[config.mk]
export PLATFORM = sky130hd
export DESIGN_NAME = tone_sequencer
export DESIGN_NICKNAME = d
export VERILOG_FILES = /design/src/rtl/seq_pkg.sv /design/src/rtl/seq_note_ram.sv /design/src/rtl/tone_sequencer.sv
export SDC_FILE = /design/constraint.sdc
export NUM_CORES = 1
export LEC_CHECK = 0
export CORE_MARGIN = 2
export CORE_UTILIZATION = 35
export CTS_BUF_LIST = sky130_fd_sc_hd__clkbuf_8
export DETAILED_ROUTE_END_ITERATION = 7
export PLACE_DENSITY = 0.56
export SLEW_MARGIN = 40
export SYNTH_ARGS = -nofsm -noshare
export SYNTH_HDL_FRONTEND = slang
export SYNTH_SLANG_ARGS = --single-unit
[constraint.sdc]
create_clock -name clk -period 3.58 [get_ports clk]
set_input_delay 0.537 -clock clk [delete_from_list [all_inputs] [get_ports clk]]
set_output_delay 0.537 -clock clk [all_outputs]
set_load 0.02 [all_outputs]
[src/rtl/seq_pkg.sv]
// Shared types and constants for the tone sequencer: state encoding, envelope
// unity and the default-width note table entry layout.
package seq_pkg;

    localparam logic [15:0] ENV_ONE   = 16'h4000;
    localparam int          FCW_W     = 30;
    localparam int          DUR_W_DEF = 20;

    typedef enum logic [2:0] {
        S_IDLE,
        S_LOAD,
        S_ATTACK,
        S_SUSTAIN,
        S_RELEASE
    } seq_state_t;

    typedef struct packed {
        logic [FCW_W-1:0]     fcw;
        logic [DUR_W_DEF-1:0] dur;
        logic                 last;
    } note_t;

endpackage

[src/rtl/seq_note_ram.sv]
// Note table: one write port, one registered read port (1-cycle latency),
// written as an async-read array plus output register so it maps onto LUT RAM.
module seq_note_ram #(
    parameter int DEPTH  = 16,
    parameter int WIDTH  = 51,
    parameter int ADDR_W = $clog2(DEPTH)
) (
    input  logic              clk,
    input  logic              we,
    input  logic [ADDR_W-1:0] wr_addr,
    input  logic [WIDTH-1:0]  wr_data,
    input  logic [ADDR_W-1:0] rd_addr,
    output logic [WIDTH-1:0]  rd_data
);

    logic [WIDTH-1:0] mem [DEPTH];
    logic [WIDTH-1:0] rd_data_q;

    always_ff @(posedge clk) begin
        if (we) mem[wr_addr] <= wr_data;
        rd_data_q <= mem[rd_addr];
    end

    assign rd_data = rd_data_q;

endmodule

[src/rtl/tone_sequencer.sv]
// Steps through a programmed note table, driving the ddfs frequency word and a
// linear attack/sustain/release envelope advanced once per accepted sample.
module tone_sequencer
    import seq_pkg::*;
#(
    parameter int N_NOTES  = 16,
    parameter int DUR_W    = 20,
    parameter int ENV_STEP = 64,
    parameter int ADDR_W   = $clog2(N_NOTES)
) (
    input  logic              clk,
    input  logic              reset,
    input  logic              tbl_we,
    input  logic [ADDR_W-1:0] tbl_addr,
    input  logic [29:0]       tbl_fcw,
    input  logic [DUR_W-1:0]  tbl_dur,
    input  logic              tbl_last,
    input  logic              start,
    input  logic              stop,
    input  logic              loop,
    input  logic              sample_tick,
    output logic [29:0]       fccw,
    output logic [15:0]       env,
    output logic              busy,
    output logic [ADDR_W-1:0] note_idx,
    output logic              done
);

    localparam int                RAMP_LEN = 16'h4000 / ENV_STEP;
    localparam logic [DUR_W-1:0]  RAMP_D   = DUR_W'(RAMP_LEN);
    localparam logic [15:0]       STEP     = 16'(ENV_STEP);
    localparam logic [ADDR_W-1:0] IDX_MAX  = ADDR_W'(N_NOTES - 1);

    // Entry layout follows note_t but with the configured duration width.
    typedef struct packed {
        logic [29:0]      fcw;
        logic [DUR_W-1:0] dur;
        logic             last;
    } entry_t;

    seq_state_t        state_q, state_d;
    logic              ld2_q, ld2_d;
    logic [ADDR_W-1:0] idx_q, idx_d;
    logic              stop_q, stop_d;
    logic              last_q, last_d;
    logic [DUR_W-1:0]  rem_q, rem_d;
    logic [15:0]       env_q, env_d;
    logic [29:0]       fccw_q, fccw_d;
    logic [ADDR_W-1:0] note_idx_q, note_idx_d;
    logic              done_q, done_d;

    entry_t            wr_entry, rd_entry;
    logic [15:0]       env_up, env_dn;
    logic [DUR_W-1:0]  rem_dec;
    logic              note_end, end_last, go_idle;

    assign wr_entry = '{fcw: tbl_fcw, dur: tbl_dur, last: tbl_last};

    seq_note_ram #(
        .DEPTH  (N_NOTES),
        .WIDTH  ($bits(entry_t)),
        .ADDR_W (ADDR_W)
    ) u_ram (
        .clk     (clk),
        .we      (tbl_we),
        .wr_addr (tbl_addr),
        .wr_data (wr_entry),
        .rd_addr (idx_q),
        .rd_data (rd_entry)
    );

    always_comb begin
        state_d    = state_q;
        ld2_d      = 1'b0;
        idx_d      = idx_q;
        stop_d     = stop_q;
        last_d     = last_q;
        rem_d      = rem_q;
        env_d      = env_q;
        fccw_d     = fccw_q;
        note_idx_d = note_idx_q;
        done_d     = 1'b0;
        note_end   = 1'b0;
        end_last   = last_q;
        go_idle    = 1'b0;

        env_up  = (env_q > ENV_ONE - STEP) ? ENV_ONE : env_q + STEP;
        env_dn  = (env_q < STEP) ? 16'h0 : env_q - STEP;
        rem_dec = (rem_q == '0) ? '0 : rem_q - 1'b1;

        if (stop && state_q != S_IDLE) stop_d = 1'b1;

        case (state_q)
            S_IDLE: begin
                if (start && !stop) begin
                    state_d = S_LOAD;
                    idx_d   = '0;
                end
            end
            S_LOAD: begin
                if (!ld2_q) begin
                    ld2_d = 1'b1;
                end else if (rd_entry.dur == '0) begin
                    // Zero-length entry: fall straight through to next-index logic.
                    note_end = 1'b1;
                    end_last = rd_entry.last;
                end else begin
                    fccw_d     = rd_entry.fcw;
                    rem_d      = rd_entry.dur;
                    last_d     = rd_entry.last;
                    note_idx_d = idx_q;
                    state_d    = S_ATTACK;
                end
            end
            S_ATTACK, S_SUSTAIN: begin
                if (sample_tick) begin
                    rem_d = rem_dec;
                    if (state_q == S_ATTACK) begin
                        env_d = env_up;
                        if (env_up == ENV_ONE) state_d = S_SUSTAIN;
                    end
                    if (rem_dec <= RAMP_D) state_d = S_RELEASE;
                end
                if (stop || stop_q) state_d = S_RELEASE;
            end
            S_RELEASE: begin
                if (sample_tick) begin
                    rem_d = rem_dec;
                    env_d = env_dn;
                    // A forced release ends on env alone; otherwise both must run out.
                    if (env_dn == 16'h0 && (rem_dec == '0 || stop_q)) note_end = 1'b1;
                end
            end
            default: state_d = S_IDLE;
        endcase

        if (note_end) begin
            if (stop_q) begin
                go_idle = 1'b1;
            end else if (end_last || idx_q == IDX_MAX) begin
                if (loop) begin
                    state_d = S_LOAD;
                    idx_d   = '0;
                end else begin
                    go_idle = 1'b1;
                end
            end else begin
                state_d = S_LOAD;
                idx_d   = idx_q + 1'b1;
            end
        end

        if (go_idle) begin
            state_d = S_IDLE;
            done_d  = 1'b1;
            stop_d  = 1'b0;
        end
    end

    always_ff @(posedge clk or posedge reset) begin
        if (reset) begin
            state_q    <= S_IDLE;
            ld2_q      <= 1'b0;
            idx_q      <= '0;
            stop_q     <= 1'b0;
            last_q     <= 1'b0;
            rem_q      <= '0;
            env_q      <= 16'h0;
            fccw_q     <= '0;
            note_idx_q <= '0;
            done_q     <= 1'b0;
        end else begin
            state_q    <= state_d;
            ld2_q      <= ld2_d;
            idx_q      <= idx_d;
            stop_q     <= stop_d;
            last_q     <= last_d;
            rem_q      <= rem_d;
            env_q      <= env_d;
            fccw_q     <= fccw_d;
            note_idx_q <= note_idx_d;
            done_q     <= done_d;
        end
    end

    assign fccw     = fccw_q;
    assign env      = env_q;
    assign busy     = (state_q != S_IDLE);
    assign note_idx = note_idx_q;
    assign done     = done_q;

endmodule

==> flow_metrics.py, run 1 <==
metrics = {
    "outcome": {
        "status": "completed",
    },
    "placement": {
        "placed_area_mm2": 0.0399,
        "dp_hpwl_um": 46100,
        "numPortBuffers": 113,
        "dp_cells": 3188,
        "gp_congestion": 0.836,
    },
    "power": {
        "clkPwrFrac_pct": 35.6,
        "comb_power_share_pct": 12.1,
        "p_switching_mw": 6.63,
        "p_sw_share_pct": 26.4,
        "power_mw": 25.1,
        "vdd_drop_max_mv": 0.350,
        "power.density_mw_per_mm2": 586,
        "seqPwrFrac_pct": 52.2,
        "p_int_mw": 18.5,
        "power_leakage_nw": 13.7,
    },
    "sta": {
        "period_minus_slack_ns": 3.28,
        "rsz0062_at_grt": "false",
        "finalHoldViolCount": 0,
        "tightest_slew_ns": 0.810,
        "setup_viol_count_final": 0,
        "finalMaxSlewViolations": 0,
        "holdWs_ns": 0.131,
        "fmax_ghz": 0.305,
        "min_period_over_period_pct": 91.7,
        "clock_skew_ns": 0.0448,
        "relSlewSlack_pct": 46.0,
        "fin_setup_tns_ns": 0,
    },
    "logic_synthesis": {
        "yosysTopAreaCell": "edfxtp_1",
        "synth_warnings": 0,
        "syn_nets": 1788,
        "synth_area_per_cell_um2": 21.1,
        "synthCells": 1721,
        "ys_seq_area_share_pct": 75.8,
        "synth_cell_types": 67,
        "synth_enable_flop_cells": 816,
        "async_flop_share_pct": 8.54,
        "ys_ff_latch": 948,
        "synth_top_flop_cell": "edfxtp_1",
        "syn-cell-area_mm2": 0.0363,
        "yosysTopAreaCellShare_pct": 67.4,
        "synthTopCellsByArea": "edfxtp_1, mux4_2, dfrtp_1",
    },
    "routing": {
        "drt_pass1_iterations": 5,
        "via_per_inst": 5.15,
        "drt_iter0_drc": 1735,
        "wl_per_cell_um": 24.2,
        "ant_nets": 0,
        "drc": 0,
        "vias": 17900,
        "routed_wl_um": 84300,
    },
    "worst_setup_path": {
        "crit_start": "rem_q[0]",
        "r2r_cells": 9,
        "cp-start-kind": "flop",
        "critical_path_required_ns": 4.25,
        "slowest_delay_ns": 0.55,
        "path_class": "reg2reg",
        "cp_max_fo": 10,
        "rr_startpoint": "rem_q[0]",
        "slowest_stage": "or3b_1",
        "worst_ep_arrival_time_ns": 3.95,
        "worstPathCellList": "inv_1 > ha_1 > or3b_1 > nor4_1 > o21bai_1 > a2111oi_0 > a41oi_1 > o221ai_1 > a41oi_2",
        "crit_path_end_kind": "flop",
    },
    "cts": {
        "cts_buffer_depth": 3,
        "cts-htree-levels": 4,
        "clock_latency_ns": 0.82,
        "post_cts_buffers": 0,
        "cts_buffers": 156,
        "numClockSinks": 948,
        "clockRootBuffer": "clkbuf_8",
        "post_cts_resized": 0,
        "clk_pin_slew_ns": 0.07,
        "cts_hold_buf": 0,
        "cts_tree": "yes",
    },
    "layout": {
        "fin_cells": 3479,
        "fin_nets": 2034,
        "n_fill_cell": 9008,
        "drive_gt1_share_pct": 28.5,
        "area_growth_pct": 18.1,
        "final_cell_area_mm2": 0.0429,
    },
    "die": {
        "pin_count": 114,
        "start_util_pct": 35.2,
        "row_count": 118,
        "fp.coreArea_mm2": 0.103,
        "die_x_um": 326,
        "fp.dieArea_mm2": 0.106,
        "die_height_um": 326,
    },
    "global_route": {
        "globalRouteTotalUtil_pct": 15.9,
        "overflow": 0,
        "grt_max_degree": 58,
        "grt_pass1_wl_um": 125000,
        "grt_pass1_vias": 19000,
        "antenna_found_initial": 11,
    },
    "hold_path": {
        "hold_path_class": "in2async",
    },
    "flow_run": {
        "drv_cap": 0,
    },
}
through the flow:
| step | util [%] | setup WS, ns |
|---|---|---|
| 6_report | 41.6 | 0.297 |
| 5_1_grt | 41.6 | 0.0992 |
| 3_3_place_gp | 38.6 | 0.422 |
| 4_1_cts | 41.5 | 0.329 |
| 2_1_floorplan | - | -0.0881 |
| 3_5_place_dp | 38.7 | 0.340 |
routing by layer:
layer / vias up / part of all wire (%) / global-route usage, %
li1: 7710 / - / -
met2: 526 / 48 / 25.5
met1: 9538 / 44 / 21.8
met3: 129 / 5.6 / 3.47
met4: 12 / 1.6 / 4.82
met5: - / 0.076 / 0
Yosys cell counts, drive strengths merged (8+ instances only):
| cell | instances |
|---|---|
| dfxtp | 51 |
| nand2 | 38 |
| inv | 20 |
| clkbuf | 63 |
| nor2b | 11 |
| dfrtp | 81 |
| edfxtp | 816 |
| a21oi | 21 |
| a32oi | 8 |
| mux4 | 255 |
| nor2 | 55 |
| nor3 | 30 |
| nand2b | 10 |
| o22ai | 9 |
| mux2 | 34 |
| nand3 | 11 |
| o21ai | 55 |
| nor4 | 17 |
| buf | 30 |
sequential cells by signal, summed over array words and instances (netlist names):
name / count
rem_q: 20
done: 1
u_ram.mem: 816
idx_q: 4
stop_q: 1
last_q: 1
env: 16
u_ram.rd_data: 51
ld2_q: 1
state_q: 3
note_idx: 4
fccw: 30
placed cells by master, fill, tap and decap left out, types with 5 or more instances in the layout:
master / Yosys / final
dfrtp_1: 81 / 78
nand2_1: 38 / 38
o21ai_0: 55 / 55
and3_1: 6 / 6
clkinv_2: 0 / 12
dfxtp_1: 51 / 51
clkbuf_8: 0 / 170
a22oi_1: 6 / 6
clkinv_1: 0 / 25
o22ai_1: 9 / 9
a21oi_1: 21 / 21
nor4_1: 16 / 16
edfxtp_1: 816 / 816
ha_1: 5 / 5
clkdlybuf4s50_1: 0 / 113
nor2_4: 0 / 12
a31oi_1: 5 / 5
nor2b_1: 11 / 11
a32oi_1: 8 / 8
mux2_2: 34 / 34
nand4_1: 5 / 5
o221ai_1: 6 / 6
buf_12: 0 / 34
nor3b_1: 6 / 6
or3_1: 6 / 6
nand3_1: 11 / 11
mux4_2: 255 / 255
buf_4: 1 / 33
nor3_1: 29 / 25
inv_1: 20 / 82
nor2_1: 55 / 42
or2_2: 5 / 5
nand2b_1: 10 / 10
layout make-up:
class / instances / area, um^2 / share of cell area (%)
Clock buffer: 170 / 2340 / 5.45
Tap cell: 1380 / 1730 / 4.02
Sequential cell: 948 / 27600 / 64.3
Antenna cell: 2 / 5.00 / 0.0117
Inverter: 20 / 82.6 / 0.192
Timing Repair Buffer: 181 / 2070 / 4.83
Multi-Input combinational cell: 660 / 8470 / 19.7
Clock inverter: 118 / 642 / 1.50
power by group through the flow:
stage | logic [mW] | registers, mW | clock network [mW]
floorplan | 1.65 | 13.4 | 0
global placement | 3.02 | 13.3 | 0
detailed placement | 3.06 | 13.3 | 0
CTS | 3.07 | 13.1 | 9.25
global route | 3.32 | 13.2 | 9.72
finish | 3.05 | 13.1 | 8.96
cell families (layout without fill, tap and decap cells):
group                    after synthesis  in the layout  synth area share [%]
AND/OR/NAND/NOR                      218            218                  3.17
adder cells (fa/ha/maj)                5              5                 0.172
flip-flops                           948            948                  75.8
buffers and inverters                113            489                  1.24
multiplexers                         291            291                  16.9
XOR/XNOR                               5              5                 0.141
AO/OA/AOI/OAI                        141            141                  2.52
other                                  0              2                     0
final timing paths:
| path | slack, ns | endpoint |
|---|---|---|
| min in group clk | 0.46 | ld2_q |
| max | 0.30 | state_q[0] |
| min reg2reg | 0.46 | ld2_q |
| max reg2reg | 0.30 | state_q[0] |
| min | 0.13 | note_idx[3] |
| max in group asynchronous | 2.59 | rem_q[5] |
worst max-delay path, delay by kind of cell (launching register included):
| kind | cells | cell delay, ns |
|---|---|---|
| adder cells (fa/ha/maj) | 1 | 0.37 |
| flip-flops | 1 | 0.47 |
| AND/OR/NAND/NOR | 2 | 0.83 |
| buffers and inverters | 1 | 0.17 |
| AO/OA/AOI/OAI | 5 | 1.31 |
(Power assumes the default switching activity.)
==> inputs of run 2 (changes only) <==
--- a/config.mk
+++ b/config.mk
@@ -5,10 +5,11 @@
 export SDC_FILE = /design/constraint.sdc
 export NUM_CORES = 1
 export LEC_CHECK = 0
-export CORE_MARGIN = 2
+export CORE_MARGIN = 8
 export CORE_UTILIZATION = 35
 export CTS_BUF_LIST = sky130_fd_sc_hd__clkbuf_8
 export DETAILED_ROUTE_END_ITERATION = 7
+export HOLD_SLACK_MARGIN = 0.12
 export PLACE_DENSITY = 0.56
 export SLEW_MARGIN = 40
 export SYNTH_ARGS = -nofsm -noshare
==> flow_metrics.py, run 2 (synthesis gave the netlist of run 1 again) <==
metrics = {
    "worst_setup_path": {
        "path_class": "reg2reg",
        "slowest_stage": "or3b_1",
        "critical_path_required_ns": 4.23,
        "worstPathCellList": "inv_1 > ha_1 > or3b_1 > nor4_1 > o21bai_1 > a2111oi_0 > a41oi_1 > o221ai_1 > a41oi_2",
        "cp-start-kind": "flop",
        "crit_path_end_kind": "flop",
        "slowest_delay_ns": 0.54,
        "worst_ep_arrival_time_ns": 3.93,
        "path_buf_inv": 1,
        "cp_max_fo": 10,
        "crit_family": "compound AO/OA/AOI/OAI gates",
    },
    "outcome": {
        "status": "completed",
    },
    "die": {
        "row_count": 118,
        "fp.dieArea_mm2": 0.114,
        "die_x_um": 338,
        "pin_count": 114,
        "die_height_um": 338,
        "start_util_pct": 35.2,
        "fp.coreArea_mm2": 0.103,
    },
    "hold_path": {
        "hold_path_class": "in2async",
    },
    "routing": {
        "wl_per_cell_um": 24.3,
        "ant_nets": 0,
        "drc": 0,
        "via_per_inst": 5.20,
        "drt_pass1_iterations": 5,
        "routed_wl_um": 84600,
        "vias": 18100,
        "drt_iter0_drc": 1460,
    },
    "sta": {
        "holdWs_ns": 0.235,
        "tightest_slew_ns": 0.692,
        "rsz0062_at_grt": "false",
        "setup_slack_ns": 0.303,
        "period_minus_slack_ns": 3.28,
        "fin_setup_tns_ns": 0,
        "finalMaxSlewViolations": 0,
        "clock_skew_ns": 0.0394,
        "fmax_ghz": 0.305,
        "setup_viol_count_final": 0,
        "min_period_over_period_pct": 91.5,
        "finalHoldViolCount": 0,
        "relSlewSlack_pct": 53.8,
    },
    "cts": {
        "clock_latency_ns": 0.81,
        "clk_pin_slew_ns": 0.06,
        "post_cts_resized": 0,
        "post_cts_buffers": 0,
        "cts_tree": "yes",
        "cts_buffers": 156,
        "cts_buffer_depth": 3,
        "numClockSinks": 948,
        "clockRootBuffer": "clkbuf_8",
        "cts_hold_buf": 0,
        "cts-htree-levels": 4,
    },
    "placement": {
        "numPortBuffers": 113,
        "pre_cts_ws_ns": 0.375,
        "dp_cells": 3181,
        "dp_hpwl_um": 46900,
        "gp_congestion": 0.858,
    },
    "power": {
        "power.density_mw_per_mm2": 592,
        "vdd_drop_max_mv": 0.400,
        "power_leakage_nw": 13.7,
    },
    "layout": {
        "regMostFlops": "u_ram.mem",
        "layout_common_cells": "edfxtp_1, mux4_2, clkbuf_8",
        "n_fill_cell": 9024,
        "fin_nets": 2026,
        "fin_cells": 3478,
        "drive_gt1_share_pct": 28.1,
        "final_common_cell": "edfxtp_1",
        "area_growth_pct": 17.7,
        "largest_register_ffs": 816,
    },
    "global_route": {
        "grt_pass1_wl_um": 126000,
        "grt_max_degree": 56,
        "grt_pass1_vias": 19100,
        "overflow": 0,
        "globalRouteTotalUtil_pct": 14.6,
        "antenna_found_initial": 12,
    },
    "flow_run": {
        "drv_cap": 0,
    },
}
[run 2: cell type report]
| class | count | area [um^2] | area share, % |
|---|---|---|---|
| inverter | 20 | 82.6 | 0.193 |
| timing repair buffer | 173 | 1830 | 4.28 |
| antenna | 5 | 12.5 | 0.0293 |
| tap | 1380 | 1730 | 4.04 |
| sequential | 948 | 27600 | 64.4 |
| multi-input combinational | 660 | 8470 | 19.8 |
| clock inverter | 116 | 668 | 1.56 |
| clock buffer | 176 | 2420 | 5.66 |
[run 2: layer usage]
metal  track usage [%]  up-vias  wire length, um
met5                 0        -               80
met2              23.7      620            41200
li1                  -     7697                -
met4              4.45       12             1670
met1              19.5     9617            36200
met3              3.50      137             5420
[run 2: final timing paths]
path / from / endpoint / slack, ns / cells past startpoint
min: reset / env[0] / 0.24 / 2
min reg2reg: u_ram.rd_data[33] / fccw[12] / 0.45 / 1
max reg2reg: rem_q[0] / state_q[0] / 0.30 / 9
min in group clk: u_ram.rd_data[33] / fccw[12] / 0.45 / 1
max in group asynchronous: reset / fccw[27] / 2.67 / 3
max: rem_q[0] / state_q[0] / 0.30 / 9
[run 2: per-stage QoR]
step                power, mW  util, %  instance area [um^2]
floorplan                15.0        -                 36300
global placement         16.3     38.4                 39700
detailed placement       16.4     38.4                 39700
CTS                      25.6     41.4                 42800
global route             26.4     41.4                 42800
finish                   25.3     41.4                 42800
[run 2: power by group]
part           total [mW]  switching, mW  internal [mW]
Clock                9.15           4.36           4.79
Combinational        3.05           1.73           1.32
Sequential           13.1          0.513           12.6
Total                25.3           6.60           18.7
==> inputs of run 3 (changes only) <==
--- a/config.mk
+++ b/config.mk
@@ -8,6 +8,7 @@
 export CORE_MARGIN = 8
 export CORE_UTILIZATION = 35
 export CTS_BUF_LIST = sky130_fd_sc_hd__clkbuf_8
+export CTS_CLUSTER_SIZE = 10
 export DETAILED_ROUTE_END_ITERATION = 7
 export HOLD_SLACK_MARGIN = 0.12
 export PLACE_DENSITY = 0.56
==> results of run 3 <==
The final DEF is identical to that of run 2; final timing and power are the same.
